===== src/rtl/distortion_mc.sv =====
// Time-multiplexed multi-channel distortion stage: one frame per handshake,
// channels processed serially through a registered abs/drive stage and a clip/mix stage.
//
// state | meaning
// IDLE  | waiting for a frame, in_ready high
// RUN   | feeding channel r_k into stage 1, one per cycle
// DRAIN | last channel leaves stage 2
// DONE  | out_valid pulse, out_data complete
module distortion_mc #(
    parameter int W          = 32,
    parameter int CH         = 2,
    parameter int RAMP_SHIFT = 4
) (
    input  logic            CLOCK_50,
    input  logic            resetn,
    input  logic            in_valid,
    output logic            in_ready,
    input  logic [CH*W-1:0] in_data,
    input  logic            enable,
    input  logic [1:0]      mode,
    input  logic [1:0]      drive,
    input  logic [1:0]      makeup,
    input  logic [W-1:0]    soft_thresh,
    input  logic [W-1:0]    hard_thresh,
    output logic            out_valid,
    output logic [CH*W-1:0] out_data,
    output logic            active
);
    localparam int KW = (CH > 1) ? $clog2(CH) : 1;
    localparam int GW = RAMP_SHIFT + 1;
    localparam int CW = W + 2;
    localparam int MW = W + RAMP_SHIFT + 2;
    localparam logic [GW-1:0] G_MAX = GW'(2 ** RAMP_SHIFT);

    localparam logic [1:0] S_IDLE  = 2'd0;
    localparam logic [1:0] S_RUN   = 2'd1;
    localparam logic [1:0] S_DRAIN = 2'd2;
    localparam logic [1:0] S_DONE  = 2'd3;

    localparam logic [W-1:0]         W_MAX   = {1'b0, {(W-1){1'b1}}};
    localparam logic [W-1:0]         W_MIN   = {1'b1, {(W-1){1'b0}}};
    localparam logic signed [W+3:0]  X_MAX   = {5'b00000, {(W-1){1'b1}}};
    localparam logic signed [W+3:0]  X_MIN   = {5'b11111, {(W-1){1'b0}}};
    localparam logic signed [W+5:0]  WET_MAX = {7'b0000000, {(W-1){1'b1}}};
    localparam logic signed [W+5:0]  WET_MIN = {7'b1111111, {(W-1){1'b0}}};
    localparam logic signed [MW-1:0] Y_MAX   = {{(RAMP_SHIFT+3){1'b0}}, {(W-1){1'b1}}};
    localparam logic signed [MW-1:0] Y_MIN   = {{(RAMP_SHIFT+3){1'b1}}, {(W-1){1'b0}}};

    logic [1:0]      r_state;
    logic [KW-1:0]   r_k;
    logic [CH*W-1:0] r_frame;
    logic [1:0]      r_mode;
    logic [1:0]      r_drive;
    logic [1:0]      r_makeup;
    logic [W-1:0]    r_soft;
    logic [W-1:0]    r_hard;
    logic [GW-1:0]   r_g;
    logic            r_s1_valid;
    logic [KW-1:0]   r_s1_k;
    logic            r_s1_sign;
    logic [W-1:0]    r_s1_abs;
    logic [W-1:0]    r_s1_dry;
    logic [CH*W-1:0] r_out_data;

    logic                 w_accept;
    logic [W-1:0]         w_dry;
    logic signed [W+3:0]  w_x_wide;
    logic [W-1:0]         w_x;
    logic [W-1:0]         w_abs;
    logic [CW-1:0]        w_a;
    logic [CW-1:0]        w_s;
    logic [CW-1:0]        w_h;
    logic [CW-1:0]        w_c;
    logic signed [W+5:0]  w_c_signed;
    logic signed [W+5:0]  w_wet_wide;
    logic [W-1:0]         w_wet;
    logic signed [MW-1:0] w_dry_m;
    logic signed [MW-1:0] w_wet_m;
    logic signed [MW-1:0] w_g_m;
    logic signed [MW-1:0] w_prod;
    logic signed [MW-1:0] w_y_wide;
    logic [W-1:0]         w_y;

    assign in_ready  = (r_state == S_IDLE);
    assign out_valid = (r_state == S_DONE);
    assign active    = (r_g != '0);
    assign out_data  = r_out_data;
    assign w_accept  = in_valid & in_ready;

    always_ff @(posedge CLOCK_50 or negedge resetn) begin
        if (!resetn) begin
            r_state  <= S_IDLE;
            r_k      <= '0;
            r_frame  <= '0;
            r_mode   <= '0;
            r_drive  <= '0;
            r_makeup <= '0;
            r_soft   <= '0;
            r_hard   <= '0;
            r_g      <= '0;
        end else begin
            case (r_state)
                S_IDLE: begin
                    if (w_accept) begin
                        r_frame  <= in_data;
                        r_mode   <= mode;
                        r_drive  <= drive;
                        r_makeup <= makeup;
                        r_soft   <= soft_thresh;
                        r_hard   <= (hard_thresh < soft_thresh) ? soft_thresh : hard_thresh;
                        if (enable && r_g != G_MAX)
                            r_g <= r_g + 1'b1;
                        else if (!enable && r_g != '0)
                            r_g <= r_g - 1'b1;
                        r_k      <= '0;
                        r_state  <= S_RUN;
                    end
                end
                S_RUN: begin
                    if (r_k == KW'(CH-1))
                        r_state <= S_DRAIN;
                    else
                        r_k <= r_k + 1'b1;
                end
                S_DRAIN: r_state <= S_DONE;
                default: r_state <= S_IDLE;
            endcase
        end
    end

    // Stage 1: pre-gain with saturation, then sign/magnitude split.
    always_comb begin
        w_dry    = r_frame[r_k*W +: W];
        w_x_wide = {{4{w_dry[W-1]}}, w_dry} <<< r_drive;
        if (w_x_wide > X_MAX)
            w_x = W_MAX;
        else if (w_x_wide < X_MIN)
            w_x = W_MIN;
        else
            w_x = w_x_wide[W-1:0];
        if (w_x == W_MIN)
            w_abs = W_MAX;
        else if (w_x[W-1])
            w_abs = -w_x;
        else
            w_abs = w_x;
    end

    always_ff @(posedge CLOCK_50 or negedge resetn) begin
        if (!resetn) begin
            r_s1_valid <= 1'b0;
            r_s1_k     <= '0;
            r_s1_sign  <= 1'b0;
            r_s1_abs   <= '0;
            r_s1_dry   <= '0;
        end else begin
            r_s1_valid <= (r_state == S_RUN);
            r_s1_k     <= r_k;
            r_s1_sign  <= w_x[W-1];
            r_s1_abs   <= w_abs;
            r_s1_dry   <= w_dry;
        end
    end

    // Stage 2: clip on magnitude (two guard bits hold S + (H-S)/2 and 2S), makeup, wet/dry mix.
    always_comb begin
        w_a = {2'b00, r_s1_abs};
        w_s = {2'b00, r_soft};
        w_h = {2'b00, r_hard};
        case (r_mode)
            2'b01: begin
                if (w_a < w_s)
                    w_c = w_a;
                else if (w_a < w_h)
                    w_c = w_s + ((w_a - w_s) >> 1);
                else
                    w_c = w_s + ((w_h - w_s) >> 1);
            end
            2'b10:   w_c = (w_a < w_s) ? w_a : w_s;
            2'b11: begin
                if (w_a <= w_s)
                    w_c = w_a;
                else if ({1'b0, r_soft, 1'b0} > w_a)
                    w_c = {1'b0, r_soft, 1'b0} - w_a;
                else
                    w_c = '0;
            end
            default: w_c = w_a;
        endcase

        w_c_signed = $signed({4'b0000, w_c});
        w_wet_wide = (r_s1_sign ? -w_c_signed : w_c_signed) <<< r_makeup;
        if (w_wet_wide > WET_MAX)
            w_wet = W_MAX;
        else if (w_wet_wide < WET_MIN)
            w_wet = W_MIN;
        else
            w_wet = w_wet_wide[W-1:0];

        w_dry_m  = $signed({{(RAMP_SHIFT+2){r_s1_dry[W-1]}}, r_s1_dry});
        w_wet_m  = $signed({{(RAMP_SHIFT+2){w_wet[W-1]}}, w_wet});
        w_g_m    = $signed({{(MW-GW){1'b0}}, r_g});
        w_prod   = (w_wet_m - w_dry_m) * w_g_m;
        w_y_wide = (w_prod >>> RAMP_SHIFT) + w_dry_m;
        if (w_y_wide > Y_MAX)
            w_y = W_MAX;
        else if (w_y_wide < Y_MIN)
            w_y = W_MIN;
        else
            w_y = w_y_wide[W-1:0];
    end

    always_ff @(posedge CLOCK_50 or negedge resetn) begin
        if (!resetn)
            r_out_data <= '0;
        else if (r_s1_valid)
            r_out_data[r_s1_k*W +: W] <= w_y;
    end
endmodule


===== config.mk =====
export PLATFORM = sky130hd
export DESIGN_NAME = distortion_mc
export DESIGN_NICKNAME = d
export VERILOG_FILES = /design/src/rtl/distortion_mc.sv
export SDC_FILE = /design/constraint.sdc
export NUM_CORES = 2
export LEC_CHECK = 0
export CAP_MARGIN = 20
export CORE_MARGIN = 4
export CORE_UTILIZATION = 45
export DETAILED_ROUTE_END_ITERATION = 6
export PLACE_DENSITY = 0.66
export SLEW_MARGIN = 20
export SYNTH_ARGS = -nofsm -noshare
export SYNTH_HDL_FRONTEND = slang
export SYNTH_SLANG_ARGS = --single-unit

===== constraint.sdc =====
create_clock -name CLOCK_50 -period 15.96 [get_ports CLOCK_50]
set_input_delay 1.596 -clock CLOCK_50 [delete_from_list [all_inputs] [get_ports CLOCK_50]]
set_output_delay 1.596 -clock CLOCK_50 [all_outputs]
set_load 0.005 [all_outputs]

== After elaboration in Yosys (flattened, before gate mapping) ==
Cells that the tools add are included.
Storage, ports and cells
  output and inout port bits: 67
  flip-flop bits (word level): 273
  word-level logic and storage cells: 92
Cells by class
  $add $sub $neg: 13
  $lt $le $gt $ge: 11
  reductions and logical operators: 11
  bitwise operators: 1
  multiplexer cells: 25
  multipliers: 1
  shift-type cells: 5
  eq/ne operators: 10
Operator list (number)
  $mux W32: 10
  $mux W34: 4
  $pmux W34 S3: 1
  $sub A32 B32 Y33: 3
  $lt A32 B32 Y1: 3
  $add A32 B33 Y34: 2
  $bwmux W64: 1
  $shift A32 B34 Y64 const A: 1
  $shiftx A32 B34 Y64: 1
  $shiftx A64 B7 Y32: 1
  $gt A38 B32 Y1 const B: 1
  $lt A38 B32 Y1 const B: 1
  $mul A33 B6 Y38: 1
  $mux W38: 1
  $neg A34 Y38: 1
  $sshl A38 B2 Y38: 1
  $gt A36 B32 Y1 const B: 1
  $lt A36 B32 Y1 const B: 1
  $sshl A36 B2 Y36: 1
  $add A34 B32 Y35: 1
  $gt A35 B32 Y1 const B: 1
  $lt A35 B32 Y1 const B: 1
  $neg A6 Y34: 1
  $sub A33 B32 Y34: 1
  other kinds (25): 36

== Logic depth before layout (Yosys ltp) ==
  depth after elaboration: 19
  depth in mapped cells: 88
  mapped depth without buffers: 84

== Least setup slack after synthesis ==
No wires, ideal clock.
  path kind: register -> register
  start point: register r_s1_abs[0]
  end point: register r_out_data[23] (netlist: out_data[23])
  slack: -867 ps
  clock period less this slack: 16827 ps
  library setup time: 83 ps
  cell stages (with the launch flop): 89
  data arrival time: 16744 ps
  cell sequence: dfrtp_1 -> inv_1 -> ha_1 -> inv_1 -> fa_1 -> a21oi_1 -> o22ai_1 -> nor4_1 -> o31a_1 -> nor2b_1 -> o21ai_0 -> nand2b_1 -> inv_1 -> o21ai_0 -> a41o_1 -> a21oi_1 -> nor2_1 -> o21ai_0 -> [53 not listed] -> nand2_1 -> or2_2 -> a21oi_1 -> xnor2_1 -> ha_1 -> a21o_1 -> a21oi_1 -> o31a_1 -> a31oi_1 -> a41o_1 -> o41ai_1 -> o21a_1 -> mux2_2 -> a21oi_1 -> o21a_1 -> clkbuf_1 -> nor2_1 -> o21ai_0
On the way
  cells in the longest elaborated chain, start to end: 19
  elaborated cells on any way between the ends: 29
Ends and longest elaborated chain
  start, declared: line 61  | logic [W-1:0] r_s1_abs;
  start signal, assigned: line 160  | r_s1_abs <= w_abs;
  $sub A32 B32 Y33: line 175  | w_c = w_s + ((w_a - w_s) >> 1);
  $add A32 B33 Y34: line 175
  $mux W34: line 174  | else if (w_a < w_h)
  $mux W34: line 172  | if (w_a < w_s)
  $pmux W34 S3 (*): line 170  | case (r_mode)
  $neg A34 Y38: line 192  | w_wet_wide = (r_s1_sign ? -w_c_signed : w_c_signed) <<< r_makeup;
  $mux W38 (*): line 192
  $sshl A38 B2 Y38 (*): line 192
  [3 not listed]
  $sub A32 B32 Y33 (*): line 203  | w_prod = (w_wet_m - w_dry_m) * w_g_m;
  $mul A33 B6 Y38 (*): line 203
  $add A34 B32 Y35 (*): line 204  | w_y_wide = (w_prod >>> RAMP_SHIFT) + w_dry_m;
  $lt A35 B32 Y1: line 207  | else if (w_y_wide < Y_MIN)
  $mux W32: line 207
  $mux W32 (*): line 205  | if (w_y_wide > Y_MAX)
  $shiftx A32 B34 Y64 (*): line 217  | r_out_data[r_s1_k*W +: W] <= w_y;
  $bwmux W64 (*): line 217
  end signal, assigned by index: line 217
  end, declared: line 63  | logic [CH*W-1:0] r_out_data;
Every way passes the cells marked *; elsewhere a longest branch is shown, timed or not.
A chain may end at the register's enable or synchronous reset.

== Final worst setup path ==
  start point: register r_s1_abs[1]
  end point: register r_out_data[54] (netlist: out_data[54])
The elaborated chain is that of the path after synthesis.

==> results_dict.tcl <==
set metrics [dict create \
    place_inst 5769 \
    synth.area.mux_share_pct 5.91 \
    ys_seq_elements 273 \
    yosysUniqueCellTypes 106 \
    critPathArrivalTime_ns 16.46 \
    cp.depth 85 \
    synth_xor_area_share_pct 6.24 \
    yosys_most_used_dff "dfrtp_1" \
    cts-root-buf "clkbuf_16" \
    ys_async_sr_fraction_pct 100 \
    cts_tree "done" \
    cts_sinks 273 \
    core_um2 73000 \
    min_path_cells 2 \
    hold_viol_final 0 \
    start_util_pct 45.4 \
    violations "setup timing" \
    setup_viol 57 \
    fillCellCount 6580 \
    dpl_worst_slack_ns -0.970 \
    cp_top_family "compound AO/OA/AOI/OAI gates" \
    synth_compound_area_share_pct 22.5 \
    fin_crit_ns 16.03 \
    hold_buffers 0 \
    htree_levels 2 \
    final_cells 5913 \
    fin_nets 5513 \
    slew_violations 0 \
    fin_ws_ns -0.0706 \
    io_buffers 204 \
    grt_pass1_vias 31900 \
    crit_type "reg2reg" \
    synth_nets 4762 \
    routed_wl_mm 111 \
    path_clk_slew_ns 0.06 \
    synthSimpleGateAreaFrac_pct 18.8 \
    status "complete, but fails checks" \
    critPathMaxStageDelay_ns 0.54 \
    grt_start_max_net_pins 81 \
    io_pins 205 \
    crit_path_max_fanout 6 \
    yosysWarnings 0 \
    synth_top_area_share_pct 20.6 \
    tightest_slew_ns 1.06 \
    antenna_found_initial 5 \
    worstPathRequired_ns 16.39 \
    synth_area_per_cell_um2 7.94 \
    vias 33200 \
    cts_buffers 34 \
    holdWs_ns 0.483 \
    die_w_um 279 \
    firstDrtPassIters 6 \
    clockBufferDepth 3 \
    post-dp-hpwl_mm 88.9 \
    synth_area_um2 33100 \
    grt_pass1_wl_mm 173 \
    maxCapViolations 0 \
    synth_edf_count 0 \
    synthAdderAreaFrac_pct 19.3 \
    post-route-cell-area_um2 43500 \
    cp_num_buf_inv 13 \
    cpMaxStageDelayCell "fa_1" \
    synth_top_family_by_area "compound AO/OA/AOI/OAI gates" \
    syn_to_final_growth_pct 31.1 \
    ant_nets 0 \
    gp_congestion 0.994 \
    grtUsageTotal_pct 27.3 \
    drcViolationCount 0 \
    worstHoldPathType "reg2reg" \
    die_height_um 279 \
    clock_skew_ns 0.0350 \
    drive_gt1_share_pct 23.9 \
    viasPerCell 5.62 \
    dieArea_um2 78100 \
    gr-total-overflow 0 \
    rows 99 \
    worstSkewPairLatency_ns 0.59 \
    cp-start-kind "register" \
    rsz0062_at_grt "true" \
    drt_iter0_markers 2605 \
    synth_top_cell_by_area "dfrtp_1" \
    setup.worst_path.end_class "register" \
    yosysSeqAreaShare_pct 20.6 \
    timing.final.crit_share_pct 100 \
    synth.area.top_cells "dfrtp_1 21%, ha_1 13%, fa_1 6.4%" \
    fmax_ghz 0.0624 \
    relSlewSlack_pct 29.1 \
    wl_per_cell_um 18.9 \
    dpl_cell_area_um2 40400 \
    synth_cells 4177 \
    reg2reg_depth 85 \
]
## cells by family after synthesis
| group | count (synthesis) |
|---|---|
| buffers and inverters | 574 |
| adder cells (fa/ha/maj) | 447 |
| AND/OR/NAND/NOR | 1313 |
| flip-flops | 273 |
| XOR/XNOR | 236 |
| multiplexers | 177 |
| AO/OA/AOI/OAI | 1157 |
## layout make-up
type / instances / area, um2 / share of cell area [%]
sequential: 273 / 6840 / 15.7
clock buffer: 41 / 917 / 2.11
antenna: 3 / 7.51 / 0.0173
timing repair buffer: 891 / 7370 / 17.0
tap: 959 / 1200 / 2.76
inverter: 398 / 1490 / 3.44
multi-input combinational: 3330 / 25400 / 58.4
clock inverter: 18 / 251 / 0.579
## cell usage after synthesis (all sizes together) (21+ instances only)
library cell / count
a211oi: 29
a21o: 90
a21oi: 284
a22oi: 21
a31oi: 33
and2: 138
and3: 23
buf: 32
clkbuf: 144
dfrtp: 273
fa: 106
ha: 341
inv: 398
mux2: 110
mux2i: 63
nand2: 477
nand2b: 44
nand3: 78
nand4: 42
nor2: 314
nor2b: 33
nor3: 56
nor4: 29
o211ai: 29
o21a: 38
o21ai: 376
o21bai: 32
o221a: 32
o31ai: 30
or2: 33
xnor2: 152
xor2: 84
## cells in the final DEF (no fill, tap or decap), types with 31 or more instances in the layout
cell type,count
buf_4,668
o21ai_1,88
mux2_2,108
a21oi_1,245
nor2_1,264
xor2_1,83
nor3_1,49
and2_1,135
nand2b_1,43
nand2_1,471
o21bai_1,31
clkdlybuf4s50_1,203
fa_1,104
a21oi_2,31
o21a_1,36
ha_1,332
nand4_1,41
nand3_1,75
clkbuf_16,35
inv_1,389
xnor2_1,143
o21ai_0,267
a21o_1,89
dfrtp_1,266
o221a_2,32
mux2i_1,61
## metal layers
layer | up-vias | track usage [%] | part of all wire [%]
met1 | 15700 | 37.4 | 44
met4 | 4 | 9.72 | 4.1
met3 | 220 | 4.20 | 7.1
li1 | 16200 | - | -
met2 | 1080 | 44.1 | 45
met5 | - | 0 | 0.022
## what timing repair did
| item | 4_1_cts | 5_1_grt |
|---|---|---|
| setup buffers | 56 | 23 |
| resized for setup | 176 | 179 |
| pin swaps | 69 | 126 |
| gates cloned | 5 | 1 |
| setup endpoints to repair | 64 | 64 |
## metrics by stage
step                util [%]  TNS, ns
floorplan                  -        0
global placement        55.4   -35.19
detailed placement      55.4   -58.78
CTS                     58.4    -7.92
global route            59.6   -54.29
finish                  59.6    -1.97
## final timing paths
check,from,endpoint,slack [ns]
setup / recovery,r_s1_abs[1]$_DFF_PN0_,out_data[54]$_DFFE_PN0P_,-0.07
max in group asynchronous,resetn,r_g[1]$_DFFE_PN0P_,12.85
hold reg to reg,out_data[7]$_DFFE_PN0P_,out_data[7]$_DFFE_PN0P_,0.48
hold / removal,out_data[7]$_DFFE_PN0P_,out_data[7]$_DFFE_PN0P_,0.48
setup reg to reg,r_s1_abs[1]$_DFF_PN0_,out_data[54]$_DFFE_PN0P_,-0.07
min in group asynchronous,resetn,r_hard[14]$_DFFE_PN0P_,0.97
## worst min-delay path: cells and delay by family (launching register included)
family	cells	cell delay [ns]
compound gates	1	0.06
simple gates	1	0.05
flops	1	0.34
## sequential cells by signal (all words and copies together) (netlist names), 5 cells and up
name / count
out_data: 64
r_frame: 64
r_hard: 32
r_s1_abs: 32
r_s1_dry: 32
r_soft: 32
r_g: 5
Power is not shown: default switching activity piles up to over one toggle a cycle in this logic, so the estimate is an artifact.
